## src/rtl/memreq_axi_bridge.sv

```systemverilog
// Responder end of the single-outstanding memory request interface. Each request
// becomes one AXI4-Lite read or write, and the result comes back as a one-cycle pulse.
module memreq_axi_bridge #(
   parameter logic [31:0] ADDR_OFFSET = 32'h0,
   parameter bit          FORCE_ALIGN = 1'b1
) (
   input  logic        clk,
   input  logic        rstn,
   input  logic        mem_request_enable,
   input  logic        mem_mode,
   input  logic [31:0] mem_addr,
   input  logic [31:0] mem_wdata,
   input  logic [3:0]  mem_wstrb,
   output logic        mem_response_enable,
   output logic [31:0] mem_data,
   output logic        mem_busy,
   output logic        mem_resp_error,
   output logic        mem_overrun,
   output logic [31:0] axi_araddr,
   output logic        axi_arvalid,
   input  logic        axi_arready,
   output logic [2:0]  axi_arprot,
   input  logic [31:0] axi_rdata,
   input  logic [1:0]  axi_rresp,
   input  logic        axi_rvalid,
   output logic        axi_rready,
   output logic [31:0] axi_awaddr,
   output logic        axi_awvalid,
   input  logic        axi_awready,
   output logic [2:0]  axi_awprot,
   output logic [31:0] axi_wdata,
   output logic [3:0]  axi_wstrb,
   output logic        axi_wvalid,
   input  logic        axi_wready,
   input  logic [1:0]  axi_bresp,
   input  logic        axi_bvalid,
   output logic        axi_bready
);

   typedef enum logic [2:0] {IDLE, RD_ADDR, RD_DATA, WR_REQ, WR_RESP, RESPOND} state_t;

   state_t      state;
   logic        aw_done, w_done;
   logic        aw_hs, w_hs;
   logic [31:0] xlat_addr;

   // Window translation wraps modulo 2^32.
   always_comb begin
      xlat_addr = mem_addr + ADDR_OFFSET;
      if (FORCE_ALIGN) xlat_addr[1:0] = 2'b00;
   end

   assign aw_hs      = axi_awvalid & axi_awready;
   assign w_hs       = axi_wvalid & axi_wready;
   assign axi_arprot = 3'b000;
   assign axi_awprot = 3'b000;

   always_ff @(posedge clk or negedge rstn) begin
      if (!rstn) begin
         state               <= IDLE;
         aw_done             <= 1'b0;
         w_done              <= 1'b0;
         mem_response_enable <= 1'b0;
         mem_data            <= 32'h0;
         mem_busy            <= 1'b0;
         mem_resp_error      <= 1'b0;
         mem_overrun         <= 1'b0;
         axi_araddr          <= 32'h0;
         axi_arvalid         <= 1'b0;
         axi_rready          <= 1'b0;
         axi_awaddr          <= 32'h0;
         axi_awvalid         <= 1'b0;
         axi_wdata           <= 32'h0;
         axi_wstrb           <= 4'h0;
         axi_wvalid          <= 1'b0;
         axi_bready          <= 1'b0;
      end else begin
         mem_response_enable <= 1'b0;
         if (mem_request_enable && state != IDLE) mem_overrun <= 1'b1;
         case (state)
            IDLE: begin
               if (mem_request_enable) begin
                  mem_busy <= 1'b1;
                  if (mem_mode) begin
                     axi_awaddr  <= xlat_addr;
                     axi_wdata   <= mem_wdata;
                     axi_wstrb   <= mem_wstrb;
                     axi_awvalid <= 1'b1;
                     axi_wvalid  <= 1'b1;
                     aw_done     <= 1'b0;
                     w_done      <= 1'b0;
                     state       <= WR_REQ;
                  end else begin
                     axi_araddr  <= xlat_addr;
                     axi_arvalid <= 1'b1;
                     state       <= RD_ADDR;
                  end
               end
            end
            RD_ADDR: begin
               if (axi_arready) begin
                  axi_arvalid <= 1'b0;
                  axi_rready  <= 1'b1;
                  state       <= RD_DATA;
               end
            end
            RD_DATA: begin
               if (axi_rvalid) begin
                  axi_rready          <= 1'b0;
                  mem_data            <= axi_rdata;
                  mem_resp_error      <= (axi_rresp != 2'b00);
                  mem_response_enable <= 1'b1;
                  state               <= RESPOND;
               end
            end
            WR_REQ: begin
               // AW and W complete independently, in either order or together.
               if (aw_hs) begin
                  axi_awvalid <= 1'b0;
                  aw_done     <= 1'b1;
               end
               if (w_hs) begin
                  axi_wvalid <= 1'b0;
                  w_done     <= 1'b1;
               end
               if ((aw_done || aw_hs) && (w_done || w_hs)) begin
                  axi_bready <= 1'b1;
                  state      <= WR_RESP;
               end
            end
            WR_RESP: begin
               if (axi_bvalid) begin
                  axi_bready          <= 1'b0;
                  mem_data            <= 32'h0;
                  mem_resp_error      <= (axi_bresp != 2'b00);
                  mem_response_enable <= 1'b1;
                  state               <= RESPOND;
               end
            end
            RESPOND: begin
               mem_busy <= 1'b0;
               state    <= IDLE;
            end
            default: state <= IDLE;
         endcase
      end
   end

endmodule

```

## config.mk

```make
export PLATFORM = sky130hd
export DESIGN_NAME = memreq_axi_bridge
export DESIGN_NICKNAME = d
export VERILOG_FILES = /design/src/rtl/memreq_axi_bridge.sv
export SDC_FILE = /design/constraint.sdc
export NUM_CORES = 1
export LEC_CHECK = 0
export CORE_MARGIN = 1.5
export CORE_UTILIZATION = 38
export CTS_CLUSTER_DIAMETER = 60
export DETAILED_ROUTE_END_ITERATION = 16
export PLACE_DENSITY = 0.87
export SYNTH_ARGS = -nofsm -noshare
export SYNTH_HDL_FRONTEND = slang
export SYNTH_SLANG_ARGS = --single-unit
```

## constraint.sdc

```tcl
create_clock -name clk -period 1.6 [get_ports clk]
set_input_delay 0.16 -clock clk [delete_from_list [all_inputs] [get_ports clk]]
set_output_delay 0.16 -clock clk [all_outputs]
set_load 0.02 [all_outputs]
```

==> flow_summary.ini, run 1 <==
[sta]
min_period_ns = 1.56
hold_viol_final = 0
clock-skew-final_ns = 0.00680
drv_slew = 0
tns_ns = 0
setup_viol = 0
hold_slack_ns = 0.231
setup_ws_ns = 0.0404
max_freq_mhz = 641
min_period_over_period = 0.975

[global_routing]
grt_use_met2 = 0.324
use_met1 = 0.225
grt_pass1_vias = 4683
grt_first_pass_wirelength_um = 23700
antenna_found_initial = 0
grt_max_degree = 67
grtUsageMet3 = 0.0650
grt.total_usage = 0.190
busiest_layer = met2
grt-ovfl-total = 0

[worst_setup_path]
reg2reg_from = state[1]
critPathTopFamily = buffers and inverters
cp.arrival_ns = 1.40
slowest_delay_ns = 0.62
worst-path-max-fanout = 2
worstPathCellList = clkdlybuf4s50_1
cp-end-kind = output pin
worst_setup_path_start_kind = flip-flop
path_buf_inv = 1
worst_ep_required_time_ns = 1.44
crit_type = reg2out
cpMaxStageDelayCell = clkdlybuf4s50_1
startpoint = axi_bready

[placement]
port_buffers = 247
post_dp_cell_area_um2 = 8470
place_hpwl_um = 10800
dp.cells = 854
gp_congestion = 0.777
dp_slack_ns = -0.234

[logic_synthesis]
synth_commonest_cells = dfrtp_1, mux2_2, nand2_1
synth.largest_area_cell = dfrtp_1
synth-edff-count = 0
postSynthCellCount = 426
syn_area_per_cell_um2 = 13.4
syn-cell-area_um2 = 5710
ys.flop_type = dfrtp_1
synth.distinct_cells = 39
synth_top_area_frac = 0.622
yosys_warnings = 0
ys_top_cells_by_area = dfrtp_1, mux2_2, mux2_4
ys_ff_latch = 142
synth-seq-area-share = 0.622
yosysMostFrequentCell = dfrtp_1
ys_async_sr_fraction = 1.00

[run]
maxCapViolations = 0

[worst_hold_path]
hold_class = in2async

[clock_tree]
clockBufferDepth = 2
tritoncts = built
clk_pin_slew_worst_paths_ns = 0.06
cts_inserted_buffers = 17
htreeDepth = 4
clock_latency_ns = 0.41
root_buffer = clkbuf_16
clkSinkCount = 142

[detailed_routing]
drc = 0
vias = 4314
firstDrtPassIters = 4
wl_um = 15200
via_per_inst = 4.83
drt_iter0_drc = 122
routedWlPerCell_um = 17.0
drtAntennaViolNets = 0

[final_layout]
fin_nets = 809
fin_util = 0.631
num_antenna_cells = 0
drive_above_1_share = 0.231
fin_cells = 893
syn_to_final_growth_pct = 61.2
fin_area_um2 = 9210

[floorplanning]
initial_core_util = 0.392
dieWidth_um = 126
core_um2 = 14600
io_pins = 260
row_count = 44
die-area_um2 = 15800
die_h_um = 126

[outcome]
outcome = completed

[power_and_ir_drop]
vdd_ir_drop_max_mv = 1.14
total_power_mw = 19.6
p_leak_nw = 4.30
power_density_nw_per_um2 = 2130
-- kinds of logic after synthesis --
group | after synthesis | share of synthesized area
compound gates | 60 | 0.0624
mux | 98 | 0.205
other cells | 1 | 0.000656
buf+inv | 37 | 0.0401
simple gates | 87 | 0.0688
flops | 142 | 0.622
xor+xnor | 1 | 0.00153
-- where the power goes --
| group | switching (mW) | total, mW | internal, mW |
|---|---|---|---|
| clock | 1.65 | 3.89 | 2.24 |
| sequential | 0.994 | 6.34 | 5.35 |
| combinational | 4.49 | 9.36 | 4.87 |
| total | 7.13 | 19.6 | 12.5 |
-- area by class of cell --
type / count / area (um2)
well taps: 184 / 230
multi-input cells: 256 / 1990
clock buffers: 18 / 439
repair buffers: 276 / 2840
flip-flops and latches: 142 / 3550
inverters: 3 / 11.3
fillers: 1071 / 5380
clock inverters: 14 / 148
-- worst paths after layout --
kind,endpoint,slack [ns],cells past startpoint
max,axi_bready,0.04,1
min,axi_awaddr[29],0.23,2
max reg2reg,mem_data[17],0.05,6
min reg2reg,mem_data[29],0.48,2
max in group asynchronous,state[1],0.74,3
min in group clk,mem_data[26],0.29,3
-- metal layers --
| layer | part of all wire | wire length, um |
|---|---|---|
| met4 | 0.017 | 257 |
| met2 | 0.52 | 7880 |
| met1 | 0.39 | 5950 |
| met5 | 0 | 0 |
| met3 | 0.072 | 1090 |
-- cell usage in the layout (no fill, tap or decap), drive strengths merged, types with 2 or more instances in the layout --
cell type,Yosys,final
a31oi,5,5
o31ai,2,2
dlymetal6s2s,0,24
nand2,69,69
nor3,2,2
mux2,96,96
inv,3,12
clkbuf,5,19
nor2b,3,3
dfrtp,142,142
o21ai,38,38
a32o,2,2
conb,1,10
nand3b,3,3
dlygate4sd2,0,7
nor2,6,6
buf,29,28
clkdlybuf4s50,0,215
a21oi,4,4
clkinvlp,0,3
mux2i,2,2
-- state kept, by name (all words and copies together), names as in the netlist --
signal / count
w_done: 1
mem_response_enable: 1
mem_data: 32
axi_araddr: 30
axi_arvalid: 1
aw_done: 1
axi_awaddr: 30
axi_wstrb: 4
state: 3
axi_rready: 1
axi_wdata: 32
mem_overrun: 1
axi_wvalid: 1
axi_bready: 1
axi_awvalid: 1
mem_resp_error: 1
mem_busy: 1
-- timing repair --
item / in CTS / in global routing
setup buffers: 0 / 4
gates cloned: 0 / 2
endpoints found under the hold margin: 38 / 0
resized for setup: 8 / 29
hold buffers: 1 / 0
endpoints found under the setup margin: 37 / 55
No activity file was read; power rests on OpenSTA's default activity.
==> inputs of run 2 (changes only) <==
--- a/config.mk
+++ b/config.mk
@@ -6,10 +6,11 @@
 export NUM_CORES = 1
 export LEC_CHECK = 0
 export CORE_MARGIN = 1.5
-export CORE_UTILIZATION = 38
+export CORE_UTILIZATION = 39
+export CTS_BUF_LIST = sky130_fd_sc_hd__clkbuf_2
 export CTS_CLUSTER_DIAMETER = 60
 export DETAILED_ROUTE_END_ITERATION = 16
-export PLACE_DENSITY = 0.87
+export PLACE_DENSITY = 0.79
 export SYNTH_ARGS = -nofsm -noshare
 export SYNTH_HDL_FRONTEND = slang
 export SYNTH_SLANG_ARGS = --single-unit
==> run 2 against run 1 <==
The flow now finishes with violations (negative setup slack); count of clock-buffer cells in the layout is 1 lower; clock skew is 0.023 ns higher; final cell count is 10% higher; worst setup slack worse by 0.11 ns; die area is 2.5% lower; wire length is 7.1% higher; combinational power is 5.3% lower; cell area is 0.34% lower; first-iteration DRC count is 30% higher; worst hold slack worse by 0.13 ns; utilization is 0.51 points higher; total power is 12% lower.
==> flow_summary.ini, run 2 (synthesis results as in run 1) <==
[outcome]
outcome = finished with violations
failed_checks = negative setup slack

[clock_tree]
root_buffer = clkbuf_2
htreeDepth = 4
clk_pin_slew_worst_paths_ns = 0.21
clock_latency_ns = 0.68
clkSinkCount = 142
clockBufferDepth = 2
cts_inserted_buffers = 17
tritoncts = built

[sta]
setup_ws_ns = -0.0691
clock-skew-final_ns = 0.0299
min_period_ns = 1.67
hold_viol_final = 0
rsz0062_at_grt = true
drv_slew = 0
max_freq_mhz = 599
setup_viol = 26
hold_slack_ns = 0.103
min_period_over_period = 1.04

[worst_hold_path]
hold_class = in2reg

[global_routing]
grt-ovfl-total = 0
grt_max_degree = 45
antenna_found_initial = 0
grt.total_usage = 0.201
grt_first_pass_wirelength_um = 23600
grt_pass1_vias = 4749

[floorplanning]
row_count = 44
core_um2 = 14400
die-area_um2 = 15400
dieWidth_um = 124
initial_core_util = 0.396
io_pins = 260
die_h_um = 124

[power_and_ir_drop]
vdd_ir_drop_max_mv = 0.990
p_leak_nw = 4.45
power_density_nw_per_um2 = 1880

[final_layout]
drive_above_1_share = 0.414
layout_common_cells = dfrtp_1, buf_2, clkdlybuf4s50_1, nand2_1, dlygate4sd3_1
syn_to_final_growth_pct = 60.7
fin_cells = 985
mostFrequentLayoutCell = dfrtp_1
top_regs = axi_wdata (32), mem_data (32)
fin_nets = 901
num_antenna_cells = 0

[placement]
place_hpwl_um = 10300
gp_congestion = 0.825
port_buffers = 247
dp.cells = 854

[worst_setup_path]
cp.arrival_ns = 2.24
worst_setup_path_start_kind = flip-flop
worst_ep_required_time_ns = 2.17
worst-path-max-fanout = 7
worstPathCellList = nor2b_2, nand2_4, nor2_4, clkbuf_16, mux2_2
crit_type = reg2reg
slowest_delay_ns = 0.44
cp-end-kind = flip-flop
cpMaxStageDelayCell = dfrtp_1

[detailed_routing]
drtAntennaViolNets = 0
drt_iter0_drc = 159
wl_um = 16300
drc = 0
firstDrtPassIters = 7
via_per_inst = 4.77
routedWlPerCell_um = 16.5
vias = 4697

[run]
maxCapViolations = 0
run 2: cell types whose count changed in the layout (fill, tap and decap cells not counted), sizes merged:
cell | before | now
clkdlybuf4s15 | 0 | 1
clkinv | 1 | 7
inv | 12 | 5
clkbuf | 19 | 20
clkdlybuf4s50 | 215 | 109
bufinv | 1 | 3
dlygate4sd2 | 7 | 0
buf | 28 | 189
dlymetal6s2s | 24 | 0
dlygate4sd3 | 1 | 66
run 2: worst paths after layout:
check,start,depth (start not counted),endpoint,slack [ns]
setup / recovery,state[2],5,axi_araddr[22],-0.07
hold / removal,axi_awready,2,axi_awvalid,0.10
setup reg to reg,state[2],5,axi_araddr[22],-0.07
hold reg to reg,mem_overrun,1,mem_overrun,0.50
max in group asynchronous,rstn,4,axi_wdata[21],0.77
min in group asynchronous,rstn,4,mem_data[11],0.60
run 2: stage by stage:
| stage | utilization | area (um2) | total power, mW | TNS (ns) | setup WS [ns] |
|---|---|---|---|---|---|
| floorplan | - | 5750 | 11.1 | 0 | 0.0853 |
| global placement | 0.588 | 8490 | 15.4 | -12.49 | -0.169 |
| detailed placement | 0.588 | 8490 | 15.7 | -14.50 | -0.194 |
| CTS | 0.625 | 9020 | 16.9 | 0 | 0.000403 |
| global route | 0.636 | 9180 | 18.3 | -1.00 | -0.0582 |
| finish | 0.636 | 9180 | 17.3 | -0.809 | -0.0691 |
run 2: worst max-delay path, delay by kind of cell, from the launching register on:
family        cells  cell delay [ns]
mux               1             0.33
flops             1             0.44
simple gates      3             0.56
buf+inv           1             0.23
run 2: timing repair:
item	in CTS	in global routing
setup endpoints to repair	141	66
hold endpoints to repair	205	1
gates cloned	0	4
resized for setup	534	60
pin swaps	0	4
buffers inserted	25	3
hold buffers	66	1
run 2: cell type report:
cell class,instances,area (um2)
flip-flops and latches,142,3560
multi-input cells,256,2070
clock inverters,15,170
repair buffers,368,3050
inverters,3,11.3
well taps,184,230
clock buffers,17,85.1
fillers,1096,5250
run 2: power breakdown:
part	internal [mW]	switching, mW
Clock	0.864	1.32
Combinational	4.08	4.78
Sequential	5.31	0.904
run 2: routing by layer:
layer / part of all wire / up-vias / track usage / wire (um)
met5: 0 / - / 0 / 0
met4: 0.025 / 0 / 0.0824 / 410
met1: 0.39 / 2294 / 0.232 / 6400
met2: 0.50 / 207 / 0.347 / 8180
met3: 0.078 / 24 / 0.0618 / 1270
li1: - / 2172 / - / -
